==> src/rtl/button_input_ctrl.sv <==
// Push-button conditioning: 2-flop sync and per-button debounce FSM, then sticky press flags and wrapping press counters.
// Registered status word for CPU readback; irq is a combinational OR of enabled pending flags, cleared by a masked strobe.
module button_input_ctrl #(
  parameter int DEBOUNCE_CYCLES = 500000,
  parameter int CNT_W           = 19,
  parameter bit ACTIVE_LOW      = 1'b0
) (
  input  logic        CLOCK_50,
  input  logic        reset,
  input  logic [1:0]  botones1,
  input  logic [1:0]  botones2,
  input  logic [3:0]  irq_en,
  input  logic        clr_valid,
  input  logic [3:0]  clr_mask,
  output logic [3:0]  level,
  output logic [3:0]  events,
  output logic [31:0] status,
  output logic        irq
);

  typedef enum logic {
    IDLE  = 1'b0,
    COUNT = 1'b1
  } db_state_e;

  localparam logic [CNT_W-1:0] CNT_LAST = CNT_W'(DEBOUNCE_CYCLES - 1);
  localparam logic [CNT_W-1:0] CNT_ONE  = CNT_W'(1);

  logic [3:0]       raw;
  logic [3:0]       sync1_q;
  logic [3:0]       sync2_q;
  logic [3:0]       level_q;
  logic [3:0]       level_d;
  logic [3:0]       event_q;
  logic [3:0]       event_d;
  logic [3:0]       rise;
  logic [3:0]       clr_bits;
  db_state_e        state_q     [4];
  db_state_e        state_d     [4];
  logic [CNT_W-1:0] cnt_q       [4];
  logic [CNT_W-1:0] cnt_d       [4];
  logic [3:0]       press_cnt_q [4];
  logic [3:0]       press_cnt_d [4];

  assign raw = {botones2, botones1} ^ {4{ACTIVE_LOW}};

  always_ff @(posedge CLOCK_50 or negedge reset) begin
    if (!reset) begin
      sync1_q <= '0;
      sync2_q <= '0;
    end else begin
      sync1_q <= raw;
      sync2_q <= sync1_q;
    end
  end

  always_ff @(posedge CLOCK_50 or negedge reset) begin
    if (!reset) begin
      for (int i = 0; i < 4; i++) begin
        state_q[i]     <= IDLE;
        cnt_q[i]       <= '0;
        press_cnt_q[i] <= '0;
      end
      level_q <= '0;
      event_q <= '0;
    end else begin
      for (int i = 0; i < 4; i++) begin
        state_q[i]     <= state_d[i];
        cnt_q[i]       <= cnt_d[i];
        press_cnt_q[i] <= press_cnt_d[i];
      end
      level_q <= level_d;
      event_q <= event_d;
    end
  end

  // Entering COUNT already counts the first differing cycle, so the level flips
  // on the DEBOUNCE_CYCLES-th consecutive edge that sees s != level.
  always_comb begin
    level_d = level_q;
    for (int i = 0; i < 4; i++) begin
      state_d[i] = state_q[i];
      cnt_d[i]   = cnt_q[i];
      case (state_q[i])
        IDLE: begin
          cnt_d[i] = '0;
          if (sync2_q[i] != level_q[i]) begin
            state_d[i] = COUNT;
            cnt_d[i]   = CNT_ONE;
          end
        end
        COUNT: begin
          if (sync2_q[i] == level_q[i]) begin
            state_d[i] = IDLE;
            cnt_d[i]   = '0;
          end else if (cnt_q[i] == CNT_LAST) begin
            level_d[i] = sync2_q[i];
            state_d[i] = IDLE;
            cnt_d[i]   = '0;
          end else begin
            cnt_d[i] = cnt_q[i] + CNT_ONE;
          end
        end
        default: begin
          state_d[i] = IDLE;
          cnt_d[i]   = '0;
        end
      endcase
    end
  end

  assign rise     = level_d & ~level_q;
  assign clr_bits = {4{clr_valid}} & clr_mask;
  // A new press outranks a clear landing on the same edge.
  assign event_d  = (event_q & ~clr_bits) | rise;

  always_comb begin
    for (int i = 0; i < 4; i++) begin
      press_cnt_d[i] = press_cnt_q[i] + {3'b000, rise[i]};
    end
  end

  assign level  = level_q;
  assign events = event_q;
  assign irq    = |(event_q & irq_en);
  assign status = {8'h00, press_cnt_q[3], press_cnt_q[2], press_cnt_q[1], press_cnt_q[0],
                   event_q, level_q};

endmodule

==> config.mk <==
export PLATFORM = sky130hd
export DESIGN_NAME = button_input_ctrl
export DESIGN_NICKNAME = d
export VERILOG_FILES = /design/src/rtl/button_input_ctrl.sv
export SDC_FILE = /design/constraint.sdc
export NUM_CORES = 1
export LEC_CHECK = 0
export CELL_PAD_IN_SITES_DETAIL_PLACEMENT = 1
export CELL_PAD_IN_SITES_GLOBAL_PLACEMENT = 2
export CORE_ASPECT_RATIO = 2
export CORE_UTILIZATION = 39
export DETAILED_ROUTE_END_ITERATION = 6
export HOLD_SLACK_MARGIN = 0.05
export PLACE_DENSITY = 0.81
export SYNTH_ARGS = -nofsm -noshare
export SYNTH_HDL_FRONTEND = slang
export SYNTH_SLANG_ARGS = --single-unit
==> constraint.sdc <==
create_clock -name CLOCK_50 -period 5.8 [get_ports CLOCK_50]
set_input_delay 0.87 -clock CLOCK_50 [delete_from_list [all_inputs] [get_ports CLOCK_50]]
set_output_delay 0.87 -clock CLOCK_50 [all_outputs]
set_load 0.05 [all_outputs]
==> results, run 1 <==
- The run finished, with violations left.
- The checks that failed: design-rule violations.
- The area share of fa/ha/maj cells after synthesis is 2.818%.
- The total area inside the core boundary comes to about 13000 sq um.
- Wires add up to approximately 12000 um.
- After detailed routing, the number of remaining DRC violations is 6.
- The y dimension of the die is between 150 and 200 um.
- Setup repair after global routing left no endpoint under its margin.
- Fill cells in the final layout number 1557.
- The clock tree synthesis step divided the H-tree into 3 levels.
- The routed wire length per instance is 17.09 um.
- The number of nets in the layout is 590.
- The tightest min-delay check is of the reg2reg type.
- After synthesis the cells add up to 5328 sq um.
- The diode insertion count for antenna repair is 0.
- TritonCTS built the clock tree.
- The largest driver fanout on the critical path is 1.
- The number of hold buffers added after cts is 0.
- The share of the Yosys chip area taken by registers is 52.61%.
- From synthesis to final layout, the design area changed by 15.88%.
- The maximum number of buffers from clock root to sink is 2.
- The cell depth of the worst flop-to-flop path is 6.
- The count of buffers from port buffering is 47.
- In the synthesized netlist the dominant register cell turns out to be dfrtp_1.
- The synthesis-stage register bit count is 112.
- The transition time at the pin with the least slew margin is 0.7694 ns.
- The number of placed instances, taps included, is 707.
- The startpoint kind of the worst setup timing path is an input port.
- Global routing finished with a remaining overflow of 0.
- The floorplan step set the die width to between 80 and 90 um.
- The number of antenna violations at the first check in global routing is 0.
- After synthesis, the largest family of logic cells by area is simple AND/OR/NAND/NOR gates.
- The share of layout cells above drive strength 1 is 5.458%.
- The final max-slew violation count came to 0.
- For this run, the detailed router's first-pass iteration total came to 7.
- The standard cell area after detailed placement is 5873 sq um.
- The clock transition at the registers of the reported paths is 0.07 ns.
- The synthesized-area fraction occupied by ao, oa, aoi and oai cells is 4.439%.
- Static timing analysis puts the maximum clock frequency at about 320 MHz.
- The count of cells along the worst hold path is 0.
- The worst pin sits at a relative slew slack of 48.71%.
- The overall global routing resource usage is 18.89%.
- Cells fill a little under half of the core in the end.
- The final number of hold-violating endpoints is 0.
- The mux contribution to synthesized area is 1.033%.
- Clock tree synthesis found a total of 112 sinks.
- The cell count after synthesis came out at 521.
- The critical path in this run is classified as in2out.
- The number of clock buffers inserted by TritonCTS is 9.
- The die covers 14160 sq um.
- The first global-routing pass estimated ~21000 um of wire.
- The reported leakage power is 2.437 nW.
- Routability-driven placement finished with a final weighted congestion of 0.7910.
- For hold timing, the worst endpoint is sync2_q[1].
- 56 I/O pins were placed.
- The worst register-to-register path ends at status[14].
- The insertion delay of the later-clocked pin in the worst-skew pair is 0.35 ns.
- The worst min-delay path startpoint is sync1_q[1].
- dfrtp_1 is the most common cell in the netlist.
- The master cell of the clock root buffer is clkbuf_16.
- The worst setup path is captured at an output pin.
- The average cell area after synthesis is just over 10 sq um.
- For this design the ratio of total power to cell area is 239.8 nW/um^2.
- The cell type with the highest aggregate area in the netlist is dfrtp_1.
- The max-cap violation count is 0.
- The synthesized design contains 0 enable-type register cells.
- The floorplan has 60 rows.
- The simple-gate portion of the synthesized area is 23.70%.
- Entering global routing, the biggest net connects 59 pins.
- The number of setup buffers added after CTS is 0.
- The number of failing setup endpoints in the final timing report is 0.
- The netlist uses 47 different library cells.
- For this block, the via count after detailed routing is 4000.
- The post-cts resize count is 0.
- The post-placement setup slack is 2.659 ns.
- The register-to-register setup slack is 3.27 ns.
- The number of global-route vias before repair came to 4387.
- The finished layout cell area is 6173 sq um.
- After synthesis, the share of flip-flops with an asynchronous set or reset is between 90% and 100%.
- At the worst endpoint, the arrival time is 2.26 ns.
- The share of the clock period used by the worst path is 54.00%.
- The area share of xor/xnor cells in the synthesized design is 11.18%.
- The via density per instance is 5.533.
- Detailed placement ended at an HPWL of a little over 9000 um.
- The worst path needs 3.132 ns of the cycle, external delays included.
- The initial core utilization is 39.87%.
- The post-route non-filler standard cell count is 723.
- In the final timing run, aggregate negative setup slack is 0 ns.
- After synthesis, the largest area contributor takes up 52.61% of total cell area.
- After synthesis, the most frequently instantiated cells are dfrtp_1 (112), nor2_1 (77), xnor2_1 (49), nand3_1 (38), nand2_1 (31).
- The Yosys step of the flow raised 0 warnings.
- The completed layout was analyzed and its total power is 1.480 mW.
- On the final layout, the worst hold slack is between 0.3 and 0.4 ns.
- The detail route stage leaves a number of antenna-violating nets equal to 0.
- The required time reported for the critical path endpoint is 4.93 ns.
- For the final database, setup skew stands at 0.009947 ns.
- The beginning of the worst register-to-register path is cnt_q[49].
- In the post-synthesis netlist, the biggest area contributors are dfrtp_1 (53%), xnor2_1 (8.1%), nor2_1 (5.4%).
- Setup slack closes at 2.668 ns.
- Across the VDD grid, the largest voltage drop is 0.1420 mV.
- The detailed router finished its first iteration with 131 violations.
## cell usage in the layout (no fill, tap or decap), types with 2 or more instances in the layout
cell type | Yosys | routed
conb_1 | 1 | 8
o21ai_0 | 7 | 7
and3_1 | 5 | 5
or3_1 | 6 | 6
clkinvlp_4 | 0 | 2
o31ai_1 | 5 | 5
a211oi_1 | 3 | 3
mux2_2 | 4 | 4
clkbuf_1 | 8 | 2
inv_1 | 15 | 15
nor4b_1 | 4 | 4
nand4_1 | 21 | 21
nand2_1 | 31 | 31
xnor2_1 | 49 | 49
nand2b_1 | 3 | 3
a21o_1 | 2 | 2
nor2b_1 | 2 | 2
nor4_1 | 20 | 20
dfrtp_1 | 112 | 112
nor3_1 | 12 | 12
or4b_1 | 2 | 2
or4_1 | 7 | 7
nor3b_1 | 2 | 2
clkbuf_16 | 0 | 9
nand3_1 | 38 | 38
clkdlybuf4s50_1 | 0 | 46
ha_1 | 12 | 12
and4_1 | 3 | 3
buf_4 | 16 | 4
a21oi_1 | 11 | 11
xor2_1 | 19 | 19
or2_2 | 6 | 6
nor2_1 | 77 | 77
a22oi_1 | 2 | 2
## state kept, by name, summed over array words and instances, names as in the netlist
register	count
status	16
sync1_q	4
level	4
cnt_q	76
sync2_q	4
state_q	4
events	4
## per-layer routing
layer | global-route usage (%) | wire length (um)
met1 | 19.70 | 4546
met2 | 36.62 | 7194
met3 | 2.711 | 301
met5 | 0 | 0
met4 | 8.106 | 317
## area by class of cell
cell class / instances / area (sq um) / area share [%]
Clock inverter: 4 / 53.80 / 0.8715
Inverter: 15 / 56.30 / 0.9120
Multi-Input combinational cell: 375 / 2330 / 37.74
Timing Repair Buffer: 50 / 490.5 / 7.945
Sequential cell: 112 / 2803 / 45.40
Tap cell: 155 / 193.9 / 3.141
Clock buffer: 12 / 246.5 / 3.993
## worst max path at each step
stage | from | endpoint | slack (ns)
floorplan | cnt_q[26] | status[19] | 3.48
global placement | irq_en[2] | irq | 2.66
detailed placement | irq_en[2] | irq | 2.66
CTS | irq_en[0] | irq | 2.66
global route | irq_en[0] | irq | 2.62
finish | irq_en[0] | irq | 2.67
## cells by family (layout without fill, tap and decap cells)
group                      Yosys count  count (layout)
and+or+nand+nor                    246             246
DFF                                112             112
xor gates and xnor gates            68              68
buffers and inverters               41              81
AOI/OAI and AO/OA                   36              36
adders and majority gates           12              12
muxes                                5               5
other                                1               8
## worst max-delay path, cell delays in order
cell	delay [ns]
clkdlybuf4s50_1	0.45
a22oi_1	0.08
nand2_1	0.07
clkdlybuf4s50_1	0.79
## where the power goes
group | switching, mW | internal, mW
Clock | 0.275 | 0.348
Combinational | 0.0440 | 0.0167
Sequential | 0.00787 | 0.788
(Power assumes the default switching activity.)
==> run 2: changes to the inputs <==
Settings changed: CORE_UTILIZATION 39 to 37, PLACE_DENSITY 0.81 to 0.77.
Clock period 5.8 ns to 2.9 ns, I/O delays scaled along.
==> results, run 2 (same netlist as run 1, synthesis figures left out) <==
- The run finished with clean final reports.
- The post-layout worst setup margin came to 0.4908 ns (-2.177 ns).
- The detailed router's first-iteration violation count was 139 (+6.1%).
- In the layout the commonest cells are dfrtp_1 (112), nor2_1 (77), xnor2_1 (49), clkdlybuf4s50_1 (46), nand3_1 (38).
- The share of layout cells above drive strength 1 is 5.800% (+0.34 points).
- The number of clock sinks is 112 (unchanged).
- The initial core utilization is 38.14% (-1.7 points).
- The post-route non-filler standard cell count is 758 (+4.8%).
- The number of flip-flops under the largest register name was 76 (unchanged).
- The TritonCTS clock tree is yes.
- The worst clock skew came to 0.008227 ns (-0.001720 ns).
- STA classifies the critical path startpoint as a flop.
- The remaining routing DRC violations is 0 (-6).
- Of the available clock period, the critical path in the final layout requires 83.08%.
- The maximum number of buffers from clock root to sink was 2 (unchanged).
- The global-route wire length before repair was 20750 um (-2.1%).
- The final number of hold-violating endpoints is 0 (unchanged).
- The power density relative to cell area came to 476.3 nW/um^2 (+99%).
- The maximum clock rate is 415.1 MHz.
- The most common library cell in the layout ignoring fill and taps is dfrtp_1.
- The tree is rooted in a clkbuf_16.
- The register name with the most flops is cnt_q.
- The number of clock buffers inserted by TritonCTS came to 9 (unchanged).
- The number of nets in the layout is 592 (+0.34%).
- The count of buffers from port buffering is 47 (unchanged).
- The final weighted congestion in routability-driven placement is 0.8086 (+2.2%).
- The final sum of negative setup slack is 0 ns (unchanged).
- The number of antenna violations at the first check in global routing is 0 (unchanged).
- The y dimension of the die is 171.7 um (+2.6%).
- The diode insertion count for antenna repair is 0 (unchanged).
- The routed wire length per instance is 16.07 um (-6.0%).
- The post-cts resize count was 0 (unchanged).
- The detailed placer's ending HPWL is 8961 um (-3.5%).
- The critical path arrival is 2.68 ns (+0.42 ns).
- The final max-slew violation count is 0 (unchanged).
- The total wire length was 12180 um (-1.4%).
- The overall via count from detail_route was 3931 (-1.7%).
- The relative slew slack came to 59.11% (+10 points).
- The number of global-route vias before repair is 4303 (-1.9%).
- The number of failing setup endpoints in the final timing report is 0 (unchanged).
- The count of nets left with antenna violations after detail routing is 0 (unchanged).
- The final core utilization came to 44.68% (-1.5 points).
- The remaining global-route overflow is 0 (unchanged).
- The overall global routing resource usage is 18.05% (-0.84 points).
- The worst slack on hold paths is 0.3512 ns (-0.003288 ns).
- The worst setup path category is reg2reg.
- The area of the core was 13970 sq um (+4.5%).
- The number of placed I/O pins came to 56 (unchanged).
- The reported leakage power is 2.457 nW (+0.82%).
- Compared with the post-synthesis result, the final layout area differs by 17.14%.
- The max-cap violation count is 0 (unchanged).
- The H-tree depth reported by CTS is 3 (unchanged).
- The number of cells in the design after placement is 742 (+5.0%).
- The area of the die was 14910 sq um (+5.3%).
- The largest driver fanout on the critical path was 6 (+5).
- The width of the die is 86.85 um (+2.6%).
- The number of setup buffers added after CTS is 0 (unchanged).
- The count of standard-cell rows is 61 (+1.7%).
- The post-placement setup slack is 0.4782 ns (-2.180 ns).
- The clock transition at the registers of the reported paths is 0.07 ns (about the same).
- The number of hold buffers added after cts was 1 (+1).
- The transition time at the pin with the least slew margin is 0.6134 ns (-0.1560 ns).
- The insertion delay of the later-clocked pin in the worst-skew pair came to 0.34 ns (about the same).
- The detailed-routing iteration count for the pre-antenna-repair pass is 4 (-3).
- The maximum number of pins on one net before global-route repair came to 85 (+44%).
- The maximum VDD drop is 0.2499 mV (+76%).
- The clock period minus worst slack is 2.409 ns.
- Setup repair after global routing left no endpoint under its margin.
- The endpoint kind of the worst setup timing path is a flop.
- The via density per instance is 5.186 (-6.3%).
- The min-delay analysis places its worst path in the category reg2reg.
- The required time reported for the critical path endpoint is 3.17 ns (-1.76 ns).
## run 2: changes by cell type in the layout (fill, tap and decap cells not counted)
cell,before,now
clkbuf_1,2,0
clkinv_2,0,2
buf_12,0,1
clkinv_4,1,0
clkinvlp_4,2,1
dlygate4sd3_1,0,1
inv_6,0,1
## run 2: path summary, 6_finish.rpt
check	startpoint	to	slack, ns	cells past startpoint
hold reg to reg	sync1_q[3]	sync2_q[3]	0.35	0
hold / removal	sync1_q[3]	sync2_q[3]	0.35	0
setup / recovery	cnt_q[26]	status[18]	0.49	7
min in group asynchronous	reset	status[23]	0.55	2
max in group asynchronous	reset	cnt_q[59]	1.54	3
setup reg to reg	cnt_q[26]	status[18]	0.49	7
## run 2: layer usage
layer | global-route usage, % | wire length, um
met4 | 7.464 | 287
met5 | 0 | 0
met3 | 2.735 | 261
met1 | 18.85 | 4564
met2 | 34.78 | 7068
## run 2: cell type report
class	count	area [sq um]
Tap cell	189	236.5
Clock buffer	10	239.0
Multi-Input combinational cell	375	2330
Sequential cell	112	2803
Inverter	15	56.30
Timing Repair Buffer	52	520.5
Fill cell	1563	7726
Clock inverter	5	56.30
## run 2: metrics by stage
| step | power, mW | instance area [sq um] |
|---|---|---|
| 5_1_grt | 3.089 | 6241 |
| 3_3_place_gp | 1.746 | 5936 |
| 3_5_place_dp | 1.750 | 5936 |
| 6_report | 2.973 | 6241 |
| 2_1_floorplan | 1.687 | 5354 |
| 4_1_cts | 3.031 | 6241 |
## run 2: critical path: stages, from the launching register on
cell	delay [ns]
dfrtp_1	0.43
or4b_1	0.54
or4_4	0.57
nor2_4	0.18
and3_1	0.17
ha_1	0.16
ha_1	0.16
xor2_1	0.14
## run 2: report_power, final
group | internal [mW] | switching [mW] | leakage [nW]
logic | 0.0362 | 0.0876 | 0.783
clock network | 0.690 | 0.567 | 0.145
registers | 1.58 | 0.0152 | 1.53
total | 2.30 | 0.670 | 2.46
==> run 3: changes to the inputs <==
Clock period 2.9 ns to 2.26 ns, I/O delays scaled along.
==> results, run 3 (same netlist as run 1, synthesis figures left out) <==
- The H-tree depth reported by CTS is 3 (unchanged).
- The count of buffers from port buffering came to 47 (unchanged).
- The final max-slew violation count is 0 (unchanged).
- The width of the die is 86.85 um (unchanged).
- The clock transition at the registers of the reported paths is 0.07 ns (about the same).
- The TritonCTS clock tree is yes.
- The number of cells in the design after placement is 768 (+3.5%).
- The worst setup path is of the reg2reg kind.
- The register-to-register setup slack is 0.02 ns (-0.47 ns).
- The detailed placer's ending HPWL is 9481 um (+5.8%).
- The clock period minus worst slack was 2.235 ns (-0.1738 ns).
- The global routing met1 resource utilization came to 19.71% (+0.86 points).
- The post-route non-filler standard cell count was 787 (+3.8%).
- The largest driver fanout on the critical path is 2 (-4).
- The area of the core is 13970 sq um (unchanged).
- The power density relative to cell area is 569.6 nW/um^2 (+20%).
- The number of placed I/O pins came to 56 (unchanged).
- The share of layout cells above drive strength 1 is 11.37% (+5.6 points).
- The detailed router's first-iteration violation count is 140 (+0.72%).
- The remaining global-route overflow is 0 (unchanged).
- The initial core utilization is 38.14% (unchanged).
- The count of nets left with antenna violations after detail routing is 0 (unchanged).
- The met2 global-route usage is 35.50% (+0.72 points).
- The total wire length was 12760 um (+4.7%).
- The worst clock skew is 0.006389 ns (-0.001838 ns).
- The final number of hold-violating endpoints is 0 (unchanged).
- The critical path arrival is 2.51 ns (-0.17 ns).
- The insertion delay of the later-clocked pin in the worst-skew pair is 0.35 ns (about the same).
- The max-cap violation count came to 0 (unchanged).
- In this run the critical register-to-register path is captured at status[18].
- The y dimension of the die was 171.7 um (unchanged).
- The transition time at the pin with the least slew margin was 0.6531 ns (+0.03965 ns).
- The met3 track demand over resource in global routing is 2.927% (+0.19 points).
- The overall via count from detail_route is 4093 (+4.1%).
- The number of clock sinks is 112 (unchanged).
- The final core utilization is 46.33% (+1.6 points).
- The run finished with clean final reports.
- The relative slew slack was 56.46% (-2.6 points).
- The area of the die is 14910 sq um (unchanged).
- The global-route wire length before repair was 21270 um (+2.5%).
- The overall global routing resource usage is 18.68% (+0.63 points).
- The endpoint kind of the worst setup timing path is a flop.
- The number of clock buffers inserted by TritonCTS came to 9 (unchanged).
- The maximum number of pins on one net before global-route repair is 50 (-41%).
- The cell depth of the worst flop-to-flop path is 7 (unchanged).
- Setup repair after global routing could not meet its margin everywhere.
- The number of antenna violations at the first check in global routing is 0 (unchanged).
- The remaining routing DRC violations came to 0 (unchanged).
- The number of flip-flops under the largest register name is 76 (unchanged).
- The startpoint kind of the worst setup timing path is a flop.
- The via density per instance was 5.201 (+0.28%).
- After global routing, the most crowded layer is met2.
- The final weighted congestion in routability-driven placement is 0.7750 (-4.2%).
- The capture point of the worst path is status[18].
- The library cells used most frequently in the layout, excluding fill and tap cells, are dfrtp_1 (112), nor2_1 (77), xnor2_1 (49), clkdlybuf4s50_1 (45), nand3_1 (37).
- The worst setup path startpoint is cnt_q[30].
- The maximum VDD drop is 0.3497 mV (+40%).
- The reported leakage power is 2.576 nW (+4.9%).
- The beginning of the worst register-to-register path is cnt_q[30].
- The number of nets in the layout is 620 (+4.7%).
- The share of the clock period used by the worst path is 98.91% (+16 points).
- The worst hold path belongs to the class reg2reg.
- Leaving out fill and tap cells, the most frequent cell in the layout is dfrtp_1.
- The number of global-route vias before repair is 4430 (+3.0%).
- The number of failing setup endpoints in the final timing report is 0 (unchanged).
- The master cell of the clock root buffer is clkbuf_16.
- The maximum clock rate was 447.3 MHz (+7.8%).
- The required time reported for the critical path endpoint is 2.53 ns (-0.64 ns).
- The diode insertion count for antenna repair was 0 (unchanged).
- The maximum number of buffers from clock root to sink is 2 (unchanged).
- The count of standard-cell rows was 61 (unchanged).
- The synthesis-to-finish area growth is 21.47%.
- The detailed-routing iteration count for the pre-antenna-repair pass is 4 (unchanged).
- The routed wire length per instance is 16.21 um (+0.87%).
- Counting flops per register, the top entry is cnt_q.
- The overall power after layout was 3.686 mW (+24%).
run 3: where the power goes:
part	total (mW)	internal, mW	switching, mW
registers	2.04	2.02	0.0177
clock network	1.47	0.748	0.725
logic	0.173	0.0550	0.118
run 3: layout make-up:
| cell class | count | area, sq um |
|---|---|---|
| clock inverters | 5 | 33.78 |
| inverters | 15 | 56.30 |
| repair buffers | 80 | 728.2 |
| clock buffers | 11 | 232.7 |
| fillers | 1589 | 7496 |
| flip-flops and latches | 112 | 2803 |
| well taps | 189 | 236.5 |
| multi-input cells | 375 | 2381 |
run 3: worst max-delay path, stage by stage (launching register included):
cell and delay, ns:
dfrtp_1 0.38, or4b_1 0.52, or4_4 0.55, nor2_4 0.10
and3_4 0.19, ha_4 0.14, ha_4 0.13, xor2_1 0.15
run 3: how the worst min path moves through the flow:
stage,from,to,slack [ns],depth (start not counted)
after floorplan,reset,cnt_q[0],0.04,0
after global placement,sync1_q[0],sync2_q[0],0.33,0
after detailed placement,sync1_q[0],sync2_q[0],0.34,0
after CTS,sync1_q[3],sync2_q[3],0.36,0
after global routing,sync1_q[3],sync2_q[3],0.36,0
final,sync1_q[3],sync2_q[3],0.36,0
run 3: layer usage:
metal  share of wire, %  vias up
li1                   -     1932
met1                 38     2077
met2                 58       65
met3                2.4       19
met4                2.5        0
met5                  0        -
run 3: metrics by stage:
stage	instance area [sq um]	setup TNS [ns]	setup WS [ns]	hold WS [ns]
after floorplan	5361	-0.002290	-0.002290	0.04341
after global placement	6136	0	0.03989	0.3337
after detailed placement	6136	-0.02155	-0.02155	0.3424
after CTS	6466	0	0.01183	0.3603
after global routing	6471	-0.08633	-0.04534	0.3586
final	6471	0	0.02458	0.3558
run 3: what timing repair did:
item / in CTS / in global routing
resized for setup: 5 / 2
setup buffers: 3 / 0
pin swaps: 4 / 3
gates cloned: 0 / 0
endpoints found under the setup margin: 3 / 6
hold buffers: 1 / 0
hold endpoints to repair: 46 / 0
